### src/rtl/microcode_loader.sv
// microcode_loader
//
// Assembles a byte stream (most significant byte first) into 24-bit
// microcode words and writes them to consecutive table addresses. It also
// keeps a running modulo-2**24 checksum of the words it has written.
//
// Ports
//   clk         rising-edge clock for all state
//   reset       asynchronous, active-high reset
//   start       load request; only sampled in IDLE
//   start_addr  first table address; sampled with start
//   word_count  number of words to load (0..2**ADDR_W); sampled with start
//   abort       ends a load in progress (ignored in IDLE and DONE)
//   in_data     byte stream
//   in_valid    in_data holds a valid byte
//   in_ready    a byte is accepted this cycle when in_valid is also high
//   wr_en       table write strobe, one cycle per word
//   wr_addr     table write address
//   wr_data     table write data
//   busy        high in every state except IDLE
//   done        one-cycle pulse when a load completes (never after abort)
//   checksum    sum of the words written in the current or last load
module microcode_loader #(
  parameter int ADDR_W = 8
) (
  input  logic              clk,
  input  logic              reset,
  input  logic              start,
  input  logic [ADDR_W-1:0] start_addr,
  input  logic [ADDR_W:0]   word_count,
  input  logic              abort,
  input  logic [7:0]        in_data,
  input  logic              in_valid,
  output logic              in_ready,
  output logic              wr_en,
  output logic [ADDR_W-1:0] wr_addr,
  output logic [23:0]       wr_data,
  output logic              busy,
  output logic              done,
  output logic [23:0]       checksum
);

  typedef enum logic [2:0] {
    IDLE  = 3'd0,
    B0    = 3'd1,
    B1    = 3'd2,
    B2    = 3'd3,
    WRITE = 3'd4,
    DONE  = 3'd5
  } state_t;

  state_t            state;
  state_t            nxt;
  logic [ADDR_W-1:0] addr;
  logic [ADDR_W:0]   remaining;
  logic [23:0]       word;
  logic              accept;

  // Modulo-2**24 accumulation; the carry out of bit 23 is simply dropped.
  function automatic logic [23:0] csum_add(input logic [23:0] acc,
                                           input logic [23:0] w);
    return acc + w;
  endfunction

  // in_ready is a registered decode of the state, so it is safe to use here.
  assign accept  = in_valid && in_ready;
  assign wr_addr = addr;
  assign wr_data = word;

  // abort is checked before accept so it wins over a byte in the same cycle.
  always_comb begin
    nxt = state;
    case (state)
      IDLE:    if (start) nxt = (word_count == '0) ? DONE : B0;
      B0:      if (abort) nxt = IDLE; else if (accept) nxt = B1;
      B1:      if (abort) nxt = IDLE; else if (accept) nxt = B2;
      B2:      if (abort) nxt = IDLE; else if (accept) nxt = WRITE;
      WRITE:   if (abort) nxt = IDLE;
               else nxt = (remaining == (ADDR_W+1)'(1)) ? DONE : B0;
      DONE:    nxt = IDLE;
      default: nxt = IDLE;
    endcase
  end

  // Outputs are registered from the next state so they line up with it.
  always_ff @(posedge clk or posedge reset) begin
    if (reset) begin
      state     <= IDLE;
      in_ready  <= 1'b0;
      wr_en     <= 1'b0;
      busy      <= 1'b0;
      done      <= 1'b0;
      addr      <= '0;
      remaining <= '0;
      word      <= '0;
      checksum  <= '0;
    end else begin
      state    <= nxt;
      in_ready <= (nxt == B0) || (nxt == B1) || (nxt == B2);
      wr_en    <= (nxt == WRITE);
      busy     <= (nxt != IDLE);
      done     <= (nxt == DONE);
      case (state)
        IDLE: begin
          if (start) begin
            addr      <= start_addr;
            remaining <= word_count;
            checksum  <= '0;
          end
        end
        B0: if (!abort && accept) word[23:16] <= in_data;
        B1: if (!abort && accept) word[15:8]  <= in_data;
        B2: if (!abort && accept) word[7:0]   <= in_data;
        // The write strobe is already high this cycle, even under abort,
        // so the bookkeeping for the word always happens.
        WRITE: begin
          checksum  <= csum_add(checksum, word);
          addr      <= addr + 1'b1;
          remaining <= remaining - 1'b1;
        end
        default: ;
      endcase
    end
  end

endmodule

### config.mk
export PLATFORM = sky130hd
export DESIGN_NAME = microcode_loader
export DESIGN_NICKNAME = d
export VERILOG_FILES = /design/src/rtl/microcode_loader.sv
export SDC_FILE = /design/constraint.sdc
export NUM_CORES = 1
export LEC_CHECK = 0
export CORE_MARGIN = 5
export CORE_UTILIZATION = 55
export DETAILED_ROUTE_END_ITERATION = 6
export GPL_ROUTABILITY_DRIVEN = 0
export GPL_TIMING_DRIVEN = 1
export MAX_ROUTING_LAYER = met4
export PLACE_DENSITY = 0.85
export SYNTH_ARGS = -nofsm -noshare
export SYNTH_HDL_FRONTEND = slang
export SYNTH_SLANG_ARGS = --single-unit
### constraint.sdc
create_clock -name clk -period 3.8 [get_ports clk]
set_input_delay 0.57 -clock clk [delete_from_list [all_inputs] [get_ports clk]]
set_output_delay 0.57 -clock clk [all_outputs]
set_load 0.01 [all_outputs]
## After elaboration in Yosys (flattened, before gate mapping)

Cells that the tools add are included.

- Register bits after elaboration: 72
- Bits of input ports: 30

- $add $sub $neg: 3
- Equality and inequality tests: 11
- Muxes and demuxes: 17
- Reductions and logical operators: 13

Operator list:

| operator | number |
|---|---|
| $pmux 24 s2 | 1 |
| $mux 3 | 10 |
| $add 24x24->24 | 1 |
| $mux 24 | 1 |
| $pmux 9 s2 | 1 |
| $pmux 8 s2 | 1 |
| $pmux 3 s5 | 1 |
| $eq 3x2->1 const B | 4 |
| $eq 3x3->1 const B | 3 |
| $eq 9x1->1 const B | 1 |
| $logic_not 9->1 | 1 |
| $mux 9 | 1 |
| $sub 9x1->9 const B | 1 |
| $add 8x1->8 const B | 1 |
| $mux 8 | 1 |
| $reduce_and 2->1 | 4 |
| $eq 3x1->1 const B | 2 |
| $logic_not 3->1 | 1 |
| $reduce_bool 3->1 | 1 |
| $logic_and 1x1->1 | 2 |
| $logic_or 1x1->1 | 2 |
| $ne 2x2->1 const B | 1 |
| $reduce_bool 2->1 | 1 |
| $logic_not 1->1 | 1 |

## Depth between registers and ports, before layout

- Depth after elaboration: 7
- Depth in mapped cells: 10
- Mapped depth without buffers: 10

## Worst setup path before layout

Ideal clock, no wire load.

- Path kind: register to register
- From: register word[0] (netlist: wr_data[0])
- To: register checksum[14]
- Setup time: 135 ps
- Arrival: 2196 ps
- Data required time: 3665 ps
- Setup slack: 1469 ps
- Cell stages (with the launch flop): 10
- Buffers on the path: 0
- Period minus slack after synthesis: 2331 ps
- Cells stage by stage: dfrtp_1 > ha_1 > fa_1 > a21oi_1 > o221ai_2 > a211oi_2 > o21ai_1 > a21oi_1 > xor2_1 > o21ai_0

- Word-level cells in the longest chain between the ends: 2

RTL lines:

| what | RTL line | text |
|---|---|---|
| from (decl) | 56 | `logic [23:0] word;` |
| from (signal assigned) | 113 | `B2: if (!abort && accept) word[7:0] <= in_data;` |
| $add 24x24->24 | 62 | `return acc + w;` |
| $pmux 24 s2 | 103 | `case (state)` |
| to (signal assigned) | 117 | `checksum <= csum_add(checksum, word);` |
| to (decl) | 40 | `output logic [23:0] checksum` |

Every way passes these cells.
A chain may end at the register's enable or synchronous reset.

## Worst setup path in the final report

- From: register word[0] (netlist: wr_data[0])
- To: register checksum[22]

The elaborated chain is that of the path after synthesis.

==> results_dict.tcl <==
set metrics [dict create \
    drc 0 \
    root_buffer "sky130_fd_sc_hd__clkbuf_8" \
    die_height_um 97.4 \
    rrSetupSlack_ns 1.15 \
    floorplan_die_width_um 97.4 \
    initialDrtViolationCount 288 \
    crit_path_end_kind "flip-flop" \
    p_per_area_nw_per_um2 582 \
    layout_setup_ws_ns 1.15 \
    critical_path_class "reg -> reg" \
    reg2reg_depth 9 \
    mappedNetlistNets 505 \
    initial_core_util_pct 57.2 \
    timing.critical_path.to "checksum[22]" \
    synthesis.area_um2 4200 \
    setup_viol_count_final 0 \
    post_cts_resized 0 \
    drv_slew 0 \
    first_global_vias 3887 \
    yosys_warnings 0 \
    std_cell_rows 31 \
    ctsHtreeMaxLevel 3 \
    via_count 3821 \
    whs_ns 0.517 \
    period_share_pct 69.7 \
    slew_headroom_pct 35.4 \
    worstSkewPairLatency_ns 0.36 \
    synth_top_cells_by_area "sky130_fd_sc_hd__dfrtp_1, sky130_fd_sc_hd__ha_1, sky130_fd_sc_hd__nand2_1" \
    drt.antenna.violating_nets 0 \
    drv.max_cap_violation_count 0 \
    sink_count 72 \
    globalRouteTotalUtil_pct 25.2 \
    vdd.ir_drop.worst_v 0.000309 \
    post-synth-top-area-cell "sky130_fd_sc_hd__dfrtp_1" \
    endpoints_failing_hold 0 \
    cts_hold_buffers 0 \
    ys_types 55 \
    synth_flop_cell "sky130_fd_sc_hd__dfrtp_1" \
    timing.rr.end "checksum[22]" \
    tritoncts "yes" \
    status "complete, no violations" \
    wl_per_cell_um 18.0 \
    hold_path.class "reg -> reg" \
    grt_pass1_wl_mm 19.2 \
    cts.clk_slew.worst_paths_ns 0.07 \
    vias_per_instance 6.03 \
    tns_ns 0 \
    grt_start_max_net_pins 73 \
    crit_required_ns 4.03 \
    hpwlAfterDp_mm 8.08 \
    antenna_found_initial 0 \
    synth.ff_latch_count 72 \
    place_worst_setup_slack_ns 1.20 \
    layout.nets 587 \
    final.setup_skew_ns 0.0147 \
    layout-drive-gt1-share_pct 9.35 \
    finalCoreUtilization_pct 72.3 \
    global_route.overflow_total 0 \
    antenna_cells 0 \
    edff_count_synth 0 \
    critPathMaxFanout 4 \
    rr_startpoint "wr_data[0]" \
    cts_buffer_depth 2 \
    p_leak_nw 2.34 \
    ys_top_cells_by_count "sky130_fd_sc_hd__nand2_1, sky130_fd_sc_hd__dfrtp_1, sky130_fd_sc_hd__o21ai_0" \
    synth.top_cell.area_share_pct 42.9 \
    post_synth_inst_count 448 \
    post_synth.cell_area_avg_um2 9.37 \
    yosys.cell_count.top_type "sky130_fd_sc_hd__nand2_1" \
    portion_of_the_post_synthesis_area_used_by_sequential_elements_pct 42.9 \
    post-cts-setup-buffer-count 0 \
    ios 90 \
    worstPathArrival_ns 2.88 \
    clock.fmax_ghz 0.378 \
    port_buffers 89 \
    async_flop_share_pct 100 \
    flow.area_growth_from_synthesis_pct 26.2 \
    core_um2 7330 \
    postRouteWirelength_mm 11.4 \
    post-route-min-period_ns 2.65 \
    worst_slew_pin_slew_ns 0.962 \
    number_of_buffers_inserted_during_clock_tree_synthesis 9 \
    die_area_um2 9480 \
    rsz0062_at_grt "false" \
    timing.critical_path.from_type "flip-flop" \
    detail_route.first_pass.iterations 5 \
    crit_startpoint "wr_data[0]" \
]
[per-stage QoR]
stage	power, mW	cells	cell area, um2
floorplan	1.95	448	4200
global placement	2.45	618	5110
detailed placement	2.50	618	5110
CTS	3.08	634	5300
global route	3.27	634	5300
finish	3.09	634	5300
[critical path: stages, from the launching register on]
cell and delay (ns):
sky130_fd_sc_hd__dfrtp_1 0.41, sky130_fd_sc_hd__ha_1 0.25, sky130_fd_sc_hd__fa_1 0.41, sky130_fd_sc_hd__a21oi_1 0.24, sky130_fd_sc_hd__o221ai_2 0.21, sky130_fd_sc_hd__a211oi_2 0.33
sky130_fd_sc_hd__o21ai_1 0.19, sky130_fd_sc_hd__a31oi_1 0.27, sky130_fd_sc_hd__or3_1 0.15, sky130_fd_sc_hd__nand3_1 0.07
[how the worst min path moves through the flow]
stage	start	endpoint	slack (ns)	cells after the start
after global placement	wr_data[0]	wr_data[0]	0.48	2
after detailed placement	checksum[7]	checksum[7]	0.51	2
after CTS	checksum[7]	checksum[7]	0.52	2
final	checksum[7]	checksum[7]	0.52	2
after floorplan	remaining[8]	done	0.48	1
after global routing	remaining[6]	remaining[6]	0.54	2
[state kept, by name (all words and copies together), names as in the netlist]
| name | cells |
|---|---|
| busy | 1 |
| checksum | 24 |
| done | 1 |
| in_ready | 1 |
| remaining | 9 |
| state | 3 |
| wr_addr | 8 |
| wr_data | 24 |
| wr_en | 1 |
[placed cells by master (no fill, tap or decap), drive strengths merged, types with 2 or more instances in the layout]
cell type and n:
clkdlybuf4s50 89, a21boi 2, nand2 74, o311ai 3, inv 13, nor4 5
a21oi 33, nand2b 3, clkinv 3, ha 26, o21ai 43, buf 3
or3 4, nor2 31, o31ai 2, or4 2, o211ai 5, nor3 8
a31oi 3, nand3b 2, o22ai 2, nand4 6, xnor2 10, a211oi 7
nand3 11, and2 3, dfrtp 72, a21o 6, mux2 16, a41oi 2
a311oi 2, clkbuf 13, a22oi 4, a22o 4, o32ai 2, xor2 10
[cell type report]
type	instances	area (um2)
tap	99	124
clock buffer	13	169
sequential	72	1800
timing repair buffer	92	913
fill	523	2030
multi-input combinational	342	2230
inverter	13	48.8
clock inverter	3	15.0
[metal layers]
layer,global-route usage [%],routed length (um),up-vias
met1,32.5,4950,1836
met3,5.96,778,27
li1,-,-,1781
met2,39.7,5450,177
met5,-,0,-
met4,7.67,226,0
[report_power, final]
part / switching (mW) / internal [mW] / total [mW] / leakage (nW)
Sequential: 0.260 / 0.986 / 1.25 / 0.939
Clock: 0.285 / 0.288 / 0.572 / 0.0992
Combinational: 0.644 / 0.623 / 1.27 / 1.30
[cells by family after synthesis]
kind of cell	Yosys count	share of synthesized area [%]
flops	72	42.9
fa+ha+maj	27	8.23
buf+inv	34	4.11
xor+xnor	20	4.17
simple gates	152	16.1
mux	17	4.53
compound gates	126	19.9
Note: power is estimated with default switching activity, not from simulation.
==> edit (same settings) <==
The 6 states of `state_t` get a one-hot encoding in 6 bits.
--- a/src/rtl/microcode_loader.sv
+++ b/src/rtl/microcode_loader.sv
@@ -40,13 +40,13 @@
   output logic [23:0]       checksum
 );
 
-  typedef enum logic [2:0] {
-    IDLE  = 3'd0,
-    B0    = 3'd1,
-    B1    = 3'd2,
-    B2    = 3'd3,
-    WRITE = 3'd4,
-    DONE  = 3'd5
+  typedef enum logic [5:0] {
+    IDLE  = 6'b000001,
+    B0    = 6'b000010,
+    B1    = 6'b000100,
+    B2    = 6'b001000,
+    WRITE = 6'b010000,
+    DONE  = 6'b100000
   } state_t;
 
   state_t            state;
Behaviour: same outputs for any inputs over 10 cycles, from zero or initial values and one cycle with reset high; not proved beyond that.
==> edit against the unedited design <==
- hold slack worse by 0.0094 ns
- clock power is 13% higher
- first-iteration DRC count shrank 24%
- routed wire length decreased by 0.20%
- synthesized area increased by 2.7%
- final cell count grew 2.8%
- count of clock-buffer cells in the layout decreased by 1
- cell area rose by 4.5%
- critical path depth grew 2
- sequential cell count increased by 3
- via count is 3.4% higher
- total power shrank 22%
- worst setup slack got worse by 0.27 ns
- largest cell class unchanged
- highest routed layer unchanged
==> edit: results <==
[outcome]
status = completed

[cells_and_area]
fin_nets = 602
n_fill_cell = 577
drive_above_1_share = 0.107

[setup_path]
crit_fanout = 4
crit_path_max_incr_delay_ns = 0.39
timing.reg2reg.setup_slack_ns = 0.89
cp_slowest_cell = fa_1
arrival_ns = 3.15
r2r-start = checksum[0]

[place]
placed_area_mm2 = 0.00532
dp_hpwl_um = 8320
io_buffers = 89

[global_routing]
grt_max_degree = 35
grt_use_met3 = 0.0609
use_met2 = 0.376
grt_pass1_vias = 3939
grt_usage = 0.247
grt_pass1_wl_um = 19000
grtUsageMet1 = 0.328

[synth]
yosysSeqAreaShare = 0.436
ys_top_cells_by_count = dfrtp_1 (74), nand2_1 (42), nor2_1 (37)
async_reset_ff_frac = 1.00
ys.flop_type = dfrtp_1
yosysUniqueCellTypes = 56
syn-num-nets = 510
yosys-top-cells-area = dfrtp_1 (43%), ha_1 (7.6%), mux2_2 (6.3%)

[clock_network]
cts_resized = 0
cts-htree-levels = 3
ctsLongestPathBuffers = 2

[hold_path]
hold_class = register to register
min_path_cells = 1
min_to = remaining[8]
min_from = remaining[8]

[sta]
maxSlewHeadroom = 0.378
fin_skew_ns = 0.0148

[pwr]
p_leak_uw = 0.00247
max-vdd-ir-drop_mv = 0.220

[die]
coreArea_mm2 = 0.00769

[detailed_routing]
first_iter_violations = 219
via_count = 3952
post_drt_wl_per_cell_um = 17.5
edit: cell types whose count changed after synthesis, sizes merged, moves of 4 or more:
cell / before / now
and3: 0 / 8
nand2: 74 / 42
inv: 13 / 17
nor3: 8 / 12
nand3: 11 / 31
nor2: 31 / 37
o21ai: 43 / 37
mux2: 16 / 25
edit: stage by stage:
stage / hold slack (ns) / utilization / setup slack (ns) / total power, uW / std cells
floorplan: 0.450 / - / 1.24 / 1450 / 453
global placement: 0.470 / 0.692 / 1.05 / 1750 / 636
CTS: 0.492 / 0.720 / 0.931 / 2420 / 652
global route: 0.513 / 0.720 / 0.666 / 2550 / 652
finish: 0.507 / 0.720 / 0.886 / 2420 / 652
detailed placement: 0.479 / 0.692 / 0.986 / 1770 / 636
edit: layer usage:
metal / part of all wire / routed length [um] / up-vias
met5: 0 / 0 / -
met4: 0.015 / 171 / 0
met3: 0.074 / 838 / 16
met2: 0.47 / 5380 / 188
met1: 0.44 / 4990 / 1911
li1: - / - / 1837
edit: cells by family (layout without fill, tap and decap cells):
group           after synthesis  in the layout  share of synthesized area
simple gates                153            153                      0.168
compound gates              121            121                      0.180
fa+ha+maj                    27             27                     0.0802
mux                          27             27                     0.0709
flops                        75             75                      0.436
xor+xnor                     18             18                     0.0366
buf+inv                      32            129                     0.0279
edit: layout make-up:
cell class                      count  area share
Timing Repair Buffer               96       0.170
Tap cell                          102      0.0231
Inverter                           17      0.0115
Sequential cell                    75       0.339
Clock buffer                       12      0.0298
Clock inverter                      4     0.00859
Multi-Input combinational cell    346       0.417
edit: report_power, final:
group,internal (uW),switching [uW]
registers,930,149
clock network,355,293
logic,340,350
total,1620,792
